### config.mk
export PLATFORM = sky130hd
export DESIGN_NAME = serial_compare_ctrl
export DESIGN_NICKNAME = d
export VERILOG_FILES = /design/src/rtl/serial_compare_ctrl.sv
export SDC_FILE = /design/constraint.sdc
export NUM_CORES = 1
export LEC_CHECK = 0
export CORE_MARGIN = 2
export CORE_UTILIZATION = 35
export DETAILED_ROUTE_END_ITERATION = 16
export HOLD_SLACK_MARGIN = 0.1
export RECOVER_POWER = 100
export SLEW_MARGIN = 20
export SYNTH_ARGS = -nofsm -noshare
export SYNTH_HDL_FRONTEND = slang
export SYNTH_SLANG_ARGS = --single-unit
### constraint.sdc
create_clock -name clk -period 5.5 [get_ports clk]
set_input_delay 0.55 -clock clk [delete_from_list [all_inputs] [get_ports clk]]
set_output_delay 0.55 -clock clk [all_outputs]
set_load 0.01 [all_outputs]
### src/rtl/serial_compare_ctrl.sv
// Serial MSB-first magnitude comparator: one shared 1-bit gt/eq/lt cell scans two operands.
// Optional build macro EARLY_EXIT_EN: stop scanning at the first differing bit.
module serial_compare_ctrl #(
  parameter int unsigned WIDTH = 8
) (
  input  logic             clk,
  input  logic             rst,
  input  logic             start_i,
  input  logic [WIDTH-1:0] a_i,
  input  logic [WIDTH-1:0] b_i,
  output logic             busy_o,
  output logic             done_o,
  output logic             gt_o,
  output logic             eq_o,
  output logic             lt_o
);

  localparam int unsigned CntW = (WIDTH > 1) ? $clog2(WIDTH) : 1;
  localparam logic [CntW-1:0] IdxMsb = CntW'(WIDTH - 1);
  localparam logic [CntW-1:0] IdxOne = CntW'(1);

  localparam logic [1:0] StIdle = 2'd0;
  localparam logic [1:0] StScan = 2'd1;
  localparam logic [1:0] StDone = 2'd2;

  logic [1:0]       state_q, state_d;
  logic [WIDTH-1:0] a_q, a_d;
  logic [WIDTH-1:0] b_q, b_d;
  logic [CntW-1:0]  idx_q, idx_d;
  logic             gt_q, gt_d;
  logic             eq_q, eq_d;
  logic             lt_q, lt_d;

  // Shared comparator cell on the currently selected bit pair.
  logic a_bit, b_bit;
  logic cell_gt, cell_eq, cell_lt;
  logic last_bit;

  assign a_bit    = a_q[idx_q];
  assign b_bit    = b_q[idx_q];
  assign cell_gt  = a_bit & ~b_bit;
  assign cell_eq  = ~(a_bit ^ b_bit);
  assign cell_lt  = ~a_bit & b_bit;
  assign last_bit = (idx_q == '0);

`ifndef EARLY_EXIT_EN
  // Once a differing bit has been seen the verdict is frozen for the rest of the scan.
  logic decided;
  assign decided = gt_q | lt_q;
`endif

  always_comb begin
    state_d = state_q;
    a_d     = a_q;
    b_d     = b_q;
    idx_d   = idx_q;
    gt_d    = gt_q;
    eq_d    = eq_q;
    lt_d    = lt_q;
    case (state_q)
      StIdle: begin
        if (start_i) begin
          a_d     = a_i;
          b_d     = b_i;
          idx_d   = IdxMsb;
          gt_d    = 1'b0;
          eq_d    = 1'b0;
          lt_d    = 1'b0;
          state_d = StScan;
        end
      end
      StScan: begin
`ifdef EARLY_EXIT_EN
        if (!cell_eq) begin
          gt_d    = cell_gt;
          lt_d    = cell_lt;
          state_d = StDone;
        end else if (last_bit) begin
          eq_d    = 1'b1;
          state_d = StDone;
        end else begin
          idx_d = idx_q - IdxOne;
        end
`else
        if (!decided && !cell_eq) begin
          gt_d = cell_gt;
          lt_d = cell_lt;
        end
        if (last_bit) begin
          eq_d    = !decided && cell_eq;
          state_d = StDone;
        end else begin
          idx_d = idx_q - IdxOne;
        end
`endif
      end
      StDone: begin
        state_d = StIdle;
      end
      default: begin
        state_d = StIdle;
      end
    endcase
  end

  always_ff @(posedge clk or posedge rst) begin
    if (rst) begin
      state_q <= StIdle;
      a_q     <= '0;
      b_q     <= '0;
      idx_q   <= '0;
      gt_q    <= 1'b0;
      eq_q    <= 1'b0;
      lt_q    <= 1'b0;
    end else begin
      state_q <= state_d;
      a_q     <= a_d;
      b_q     <= b_d;
      idx_q   <= idx_d;
      gt_q    <= gt_d;
      eq_q    <= eq_d;
      lt_q    <= lt_d;
    end
  end

  assign busy_o = (state_q != StIdle);
  assign done_o = (state_q == StDone);
  assign gt_o   = gt_q;
  assign eq_o   = eq_q;
  assign lt_o   = lt_q;

endmodule
Word level (Yosys, flattened, before mapping). Index checks and enable logic that the tools add are counted.

Register bits after elaboration: 24. Latch bits: 0. Bits in writable memories: 0. ROM bits: 0. Input port bits: 19. Output and inout bits: 5. Word-level logic and storage cells: 51. Memories kept: 0.

Add/subtract/negate cells: 1. Multiply operators: 0. Divide/modulo/power cells: 0. $lt $le $gt $ge: 1. Eq/ne operators: 6. Shifts and indexed selects: 0. Multiplexer cells: 17. Bitwise logic cells: 7. Reductions and logical operators: 12.

Operators by type and width (number): 3-bit AND reduction (3); 2-bit inequality test (second input constant) (4); 1-bit binary-select mux with 3-bit select (2); 1-bit 2-to-1 mux (6); 3-bit 2-to-1 mux (2); 1-bit one-hot mux with 2 select lines (3); 3-bit one-hot mux with 2 select lines (1); 3-bit by 4-bit less-than comparator with 1-bit output (second input constant) (1); 2-bit 2-to-1 mux (2); 2-bit one-hot mux with 2 select lines (1); 2-bit AND reduction (2); 2-bit nonzero test (2); 3-bit zero test (1); 1-bit inverter (3); 3-bit by 1-bit subtractor with 3-bit output (second input constant) (1); 1-bit bitwise AND (2); 2-bit by 1-bit equality test with 1-bit output (second input constant) (1); 2-bit equality test (second input constant) (1); 1-bit logical AND (2); 2-bit zero test (1); 1-bit zero test (1); 1-bit bitwise OR (1); 1-bit XOR (1).

Longest topological paths before layout. Gate-level depths: netlist of the first run.

Word-level depth: 7. Mapped depth: 7. Mapped depth without buffers: 6.

Least setup slack after synthesis of the first run. Ideal clock, no wire load.

Path type: flip-flop to flip-flop. Start point: register idx_q[0]. End point: register gt_q (netlist: gt_o). Library setup time: 0.122 ns. Arrival time: 1.616 ns. Required time: 5.378 ns. Slack: 3.762 ns. Stages on the path, launching flop included: 8. Buffers on the path: 1. Clock period less this slack: 1.738 ns. Cells stage by stage: dfrtp_1 buf_6 mux4_2 nand2_1 nand2_1 ha_1 nor2b_1 a32o_1.

Longest elaborated chain between the ends: 6. Elaborated cells on any way between the ends: 12.

RTL lines: start, declared (line 29) `logic [CntW-1:0] idx_q, idx_d;`; start signal, assigned (line 119) `idx_q <= idx_d;`; 1-bit binary-select mux with 3-bit select, on equally long branches (line 39, 40); 1-bit 2-to-1 mux, on equally long branches (line 39, 40); 1-bit XOR / 1-bit inverter (equally long branches) (line 42, 41); 1-bit logical AND / 1-bit bitwise AND (equally long branches) (line 85, 41); 2-bit inequality test (no source line) / 1-bit 2-to-1 mux (equally long branches); 3-bit AND reduction (no source line) / 1-bit one-hot mux with 2 select lines (equally long branches); end signal, assigned (line 120) `gt_q <= gt_d;`; end, declared (line 30) `logic gt_q, gt_d;`.

Parallel ways exist; a longest one is shown, timed or not. The select of a mux whose other input is x is not followed. A chain may end at the register's enable or synchronous reset.

Worst setup path in the final report of the first run.
Start point: input start_i. End point: register a_q[7].

Longest elaborated chain between the ends: 1.

RTL lines: start, declared (line 8) `input logic start_i,`; 2-bit AND reduction (no source line); end signal, assigned (line 109) `a_q <= '0;`; end signal, assigned (line 117) `a_q <= a_d;`; end, declared (line 27) `logic [WIDTH-1:0] a_q, a_d;`.

Every way passes these cells.

==> results.txt, run 1 <==
Maximum vdd ir drop: 0.2027 mV
R2r endpoint: lt_o
Resized cells post-CTS: 0
Final setup fails: 0
FF-to-FF path depth: 6
Sinks on Clock Net: 24
Die extent in y: 61.85 um
# diodes: 0
CP startpoint: start_i
Logic pwr share: 0.463
Sequential share of the synthesized area: 0.5128
Hold Crit Depth: 1
Avg Inst Size Synth: 13.31 um^2
MaxCap Viol Count: 0
Critical path fanouts, max: 19
PD cells: 516.4 mW/mm^2
RD Place Congestion: 0.7191
Vias per inst: 4.694
Initial Utilization: 0.3566
Post-DP HPWL: 1484 um
Vias: 737
Yosys top cell area share: 0.5128
Fin. Hold Viols: 0
Detailed Routing Iterations Pass 1: 3
Endpoint class of the critical path: flip-flop
WL per Instance: 12.53 um
1st-iter DRT viols: 25
Setup TNS Final: 0 ns
Clock Latency Late Sink: 0.30 ns
Site row count: 21
Kind of cell adding the most delay to the critical path: buffers and inverters
Worst min path class: flip-flop to flip-flop
Place WS: 3.540 ns
Synth area leader: dfrtp_1
Placed Instances: 154
Htree depth: 1
Synthesized area: 0.001171 mm^2
CP Data Required Time: 5.70 ns
RSZ-0062 raised after global routing: false
Worst r2r src: idx_q[2]
Seq pwr share: 0.439
Critical Path Source Type: primary input
DRC violations left: 0
Max incr delay on CP: 0.78 ns
Critical path class: primary input to flip-flop
CTS tree: done
Worst Tran Pin Value: 1.019 ns
Status: complete, no violations
Area delta synth->final: 22.86%
Max Root-Sink Buffers: 2
Tcrit/Tclk final: 0.4119
Net switching power: 250.7 uW
First-pass GRT wire length: 3360 um
Die Width: 61.85 um
Critical-path cell list: dlygate4sd3_1, nor3b_1, clkbuf_1, mux2_2
Final WS setup: 3.235 ns
Fmax: 0.4414 GHz
Core Area: 0.003284 mm^2
Root buffer cell: clkbuf_4
GRT Total Usage: 0.1181
Full die area: 0.003825 mm^2
Hold endpoint: a_q[6]
Hold wc startpoint: a_q[6]
Sw Ratio: 0.3373
Mapped Cells: 88
Arr. time, crit path: 2.46 ns
Port buffer count: 23
Leakage: 0.0006169 uW
Max transition margin: 0.3210
Fin Clk Skew: 0.004154 ns
Top cells by area, synth: dfrtp_1 51%, mux2_2 15%, mux4_2 7.7%
Clock Power Share: 0.098
Largest net degree at the start of global routing: 25
Number of global-route vias before repair: 768
Slew Limit Fails: 0
Nets@finish: 136
Bufs and invs on worst path: 2
Post-synth cell types: 21
Clk pin slew, worst setup/hold paths: 0.12 ns
Clock buffer count from CTS: 3
Final Non-Filler Cells: 157
Pint: 492.4 uW
Yosys warns: 0
WL final: 1967 um
ANT nets after route: 0
Worst R2R Setup Slack: 3.50 ns
Syn_nets: 111
Crit-path slowest cell: clkbuf_1
Hold buffers post-CTS: 0
Num ports: 24
Total gr overflow: 0
Layout cells sized above 1: 0.2162
Final total power: 743.1 uW
Tmin final: 2.266 ns
Initial antenna violation count: 0
Seq cells post-synth: 24
Setup Fix Bufs, Post-CTS: 0
-- worst max-delay path by stage --
stage / endpoint / slack, ns / cells after the start
2_1_floorplan: gt_o / 3.76 / 7
3_3_place_gp: a_q[2] / 3.56 / 4
3_5_place_dp: lt_o / 3.54 / 6
4_1_cts: busy_o / 3.49 / 3
5_1_grt: b_q[1] / 3.11 / 4
6_report: a_q[7] / 3.23 / 4
-- cells in the mapped netlist --
| cell | n |
|---|---|
| mux2_2 | 16 |
| mux4_2 | 4 |
| nor2_1 | 4 |
| buf_4 | 1 |
| a21boi_0 | 1 |
| a211oi_1 | 1 |
| nor2b_1 | 2 |
| and3_1 | 1 |
| inv_1 | 6 |
| buf_6 | 3 |
| and2_1 | 2 |
| nand2_1 | 9 |
| nand2b_1 | 1 |
| ha_1 | 4 |
| and4bb_2 | 1 |
| and2b_1 | 1 |
| a32o_1 | 3 |
| a31oi_1 | 2 |
| dfrtp_1 | 24 |
| a311o_1 | 1 |
| nor3b_2 | 1 |
-- cell usage in the layout, fill, tap and decap left out --
cell / Yosys / routed
clkbuf_4: 0 / 3
nor3b_1: 0 / 1
nor2_1: 4 / 4
and2_0: 0 / 1
and2b_1: 1 / 1
mux4_2: 4 / 4
clkbuf_1: 0 / 1
a311o_1: 1 / 1
clkdlybuf4s50_1: 0 / 16
nand2b_1: 1 / 1
dfrtp_1: 24 / 24
a31oi_1: 2 / 2
dlygate4sd3_1: 0 / 7
and3_1: 1 / 1
and2_1: 2 / 1
a211oi_1: 1 / 1
a32o_1: 3 / 3
inv_1: 6 / 6
nor2b_1: 2 / 2
and4bb_2: 1 / 1
nand2_1: 9 / 9
a21boi_0: 1 / 1
mux2_2: 16 / 16
ha_1: 4 / 4
-- state kept, by name, indices dropped and copies added, names as in the netlist --
signal	flops
eq_o	1
lt_o	1
b_q	8
state_q	2
gt_o	1
a_q	8
idx_q	3
-- per-layer routing --
metal / vias up / wire [um] / global-route usage / share of wire
li1: 364 / - / - / -
met1: 353 / 925 / 0.1572 / 0.47
met2: 18 / 951 / 0.1955 / 0.48
met3: 2 / 75 / 0.02484 / 0.038
met4: 0 / 14 / 0.03343 / 0.0071
met5: - / 0 / 0 / 0
-- layout make-up --
type,count,area [um^2]
flip-flops and latches,24,600.6
inverters,6,22.52
repair buffers,24,234.0
clock buffers,3,22.52
fillers,328,1846
well taps,46,57.56
multi-input cells,54,501.7
-- through the flow --
step                  util  area (um^2)  hold slack (ns)
floorplan                -         1171           0.4751
global placement    0.4339         1425           0.4915
global route        0.4381         1439           0.5424
detailed placement  0.4339         1425           0.4959
finish              0.4381         1439           0.5152
CTS                 0.4408         1448           0.5252
-- power groups by stage --
stage          Sequential (uW)  Clock, uW  Combinational [uW]
3_3_place_gp               332          0                 338
4_1_cts                    331       78.8                 355
2_1_floorplan              305          0                 297
6_report                   326       73.1                 344
5_1_grt                    342       88.0                 389
3_5_place_dp               335          0                 354
-- cell families after synthesis --
| group | Yosys count | synth area share |
|---|---|---|
| compound gates | 8 | 0.05770 |
| fa+ha+maj | 4 | 0.04274 |
| buf+inv | 10 | 0.05449 |
| flops | 24 | 0.5128 |
| mux | 20 | 0.2308 |
| simple gates | 22 | 0.1015 |
Power figures use the tool's default switching activity.
==> run 2, diff against run 1 <==
clock period = 1.8 ns   (was 5.5 ns; I/O delays follow)
==> run 2 against run 1 <==
First-iteration DRC count grew 40%. Clock power grew to 3.8 times the previous value. Clock-buffer cell count grew 1. Register-to-register slack lost 3.5 ns. Utilization grew 2.1 points. Cell count grew 3.2%. Largest power group unchanged. Combinational power grew to 3.8 times the previous value. Die area is the same. Sequential power grew to 3.0 times the previous value.
==> results.txt, run 2 (synthesis gave the netlist of run 1 again) <==
Vias per inst: 4.821 (+2.7%)
Clock buffer count from CTS: 3 (unchanged)
Clk pin slew, worst setup/hold paths: 0.13 ns (about the same)
First-pass GRT wire length: 3546 um (+5.5%)
Kind of cell adding the most delay to the critical path: multiplexers
Tcrit/Tclk final: 0.9725
Port buffer count: 23 (unchanged)
Maximum vdd ir drop: 0.6486 mV (+220%)
Crit-path slowest cell: mux4_2
Die extent in y: 61.85 um (unchanged)
Initial Utilization: 0.3566 (unchanged)
Commonest cells after routing, fill and taps aside: 23 x dfrtp_1, 19 x clkdlybuf4s50_1, 16 x mux2_2
1st-iter DRT viols: 35 (+40%)
Detailed Routing Iterations Pass 1: 4 (+1)
Total gr overflow: 0 (unchanged)
Max Root-Sink Buffers: 2 (unchanged)
Slew Limit Fails: 0 (unchanged)
Initial antenna violation count: 0 (unchanged)
GRT Total Usage: 0.1267 (+0.008681)
Nets@finish: 140 (+2.9%)
DRC violations left: 0 (unchanged)
Htree depth: 1 (unchanged)
Commonest non-fill, non-tap cell in the layout: dfrtp_1
Fmax: 0.5713 GHz
CP Data Required Time: 2.05 ns (-3.65 ns)
Tmin final: 1.751 ns
Critical Path Source Type: flip-flop
Final total power: 2559 uW (+240%)
RD Place Congestion: 0.7333 (+2.0%)
Fin. Hold Viols: 0 (unchanged)
Root buffer cell: clkbuf_4
Clock Latency Late Sink: 0.31 ns (about the same)
Core Area: 0.003284 mm^2 (unchanged)
Sinks on Clock Net: 24 (unchanged)
WL per Instance: 13.10 um (+4.6%)
MaxCap Viol Count: 0 (unchanged)
WL final: 2122 um (+7.9%)
Largest net degree at the start of global routing: 20 (-20%)
Number of global-route vias before repair: 806 (+4.9%)
Status: complete, no violations
Vias: 781 (+6.0%)
Max incr delay on CP: 0.53 ns (-0.25 ns)
Final setup fails: 0 (unchanged)
Arr. time, crit path: 2.00 ns (-0.46 ns)
Critical path class: flip-flop to flip-flop
Die Width: 61.85 um (unchanged)
Bufs and invs on worst path: 0 (-2)
Fillers: 314 (-4.3%)
Leading registers by flop count: a_q (8), b_q (8), idx_q (3)
Full die area: 0.003825 mm^2 (unchanged)
Hold Worst Slack: 0.2369 ns (-0.2783 ns)
Area delta synth->final: 28.85%
Fin Clk Skew: 0.002315 ns (-0.001839 ns)
Worst Tran Pin Value: 0.8733 ns (-0.1453 ns)
PD cells: 1696 mW/mm^2 (+230%)
Layout cells sized above 1: 0.3190 (+0.1027)
Site row count: 21 (unchanged)
# diodes: 0 (unchanged)
Critical path fanouts, max: 4 (-15)
CTS tree: done
Critical-path cell list: mux4_2, nand2_2, and2_4, ha_4, nor2b_2, a32o_1
Max transition margin: 0.4178 (+0.09686)
Endpoint class of the critical path: flip-flop
ANT nets after route: 0 (unchanged)
Post-DP HPWL: 1625 um (+9.5%)
Num ports: 24 (unchanged)
Worst min path class: primary input to asynchronous set/reset pin
Leakage: 0.0006420 uW (+4.1%)
-- run 2: layer usage --
metal	up-vias	wire length [um]	GRT usage
met2	21	1094	0.2271
met1	394	928	0.1585
met3	0	98	0.02484
met4	0	0	0.02736
li1	366	-	-
met5	-	0	0
-- run 2: cell type report --
| class | count | area, um^2 | share of cell area |
|---|---|---|---|
| Timing Repair Buffer | 28 | 261.5 | 0.1733 |
| Tap cell | 46 | 57.56 | 0.03814 |
| Inverter | 6 | 22.52 | 0.01493 |
| Multi-Input combinational cell | 54 | 529.3 | 0.3507 |
| Sequential cell | 24 | 601.8 | 0.3988 |
| Clock buffer | 4 | 36.28 | 0.02405 |
-- run 2: power by group --
part	total, uW	switching (uW)	internal, uW
sequential	979	175	804
clock	278	155	123
combinational	1300	534	767
total	2560	864	1690
-- run 2: final timing paths --
| path | from | end | slack, ns | cells past startpoint |
|---|---|---|---|---|
| max in group asynchronous | rst | idx_q[0] | 0.42 | 3 |
| hold reg to reg | eq_o | eq_o | 0.50 | 1 |
| min in group clk | b_i[0] | b_q[0] | 0.47 | 2 |
| setup / recovery | idx_q[0] | lt_o | 0.05 | 6 |
| setup reg to reg | idx_q[0] | lt_o | 0.05 | 6 |
| hold / removal | rst | a_q[4] | 0.24 | 2 |
-- run 2: timing repair --
item | CTS | global route
gates resized for setup | 2 | 6
gates cloned | 0 | 0
setup endpoints to repair | 2 | 3
hold buffers | 0 | 0
pin swaps | 6 | 1
buffers inserted | 1 | 0
-- run 2: stage by stage --
step / setup WS (ns) / setup TNS, ns / std cells / area (um^2) / utilization
4_1_cts: -0.002856 / -0.004723 / 162 / 1508 / 0.4590
5_1_grt: -0.01134 / -0.01846 / 162 / 1509 / 0.4594
3_3_place_gp: 0.01639 / 0 / 157 / 1460 / 0.4446
6_report: 0.04945 / 0 / 162 / 1509 / 0.4594
2_1_floorplan: 0.06219 / 0 / 88 / 1171 / -
3_5_place_dp: -0.04932 / -0.09243 / 157 / 1460 / 0.4446
-- run 2: worst reg2reg max path, cell delays in order (launching register included) --
cell,delay [ns]
dfrtp_2,0.44
mux4_2,0.53
nand2_2,0.08
and2_4,0.15
ha_4,0.20
nor2b_2,0.12
a32o_1,0.17
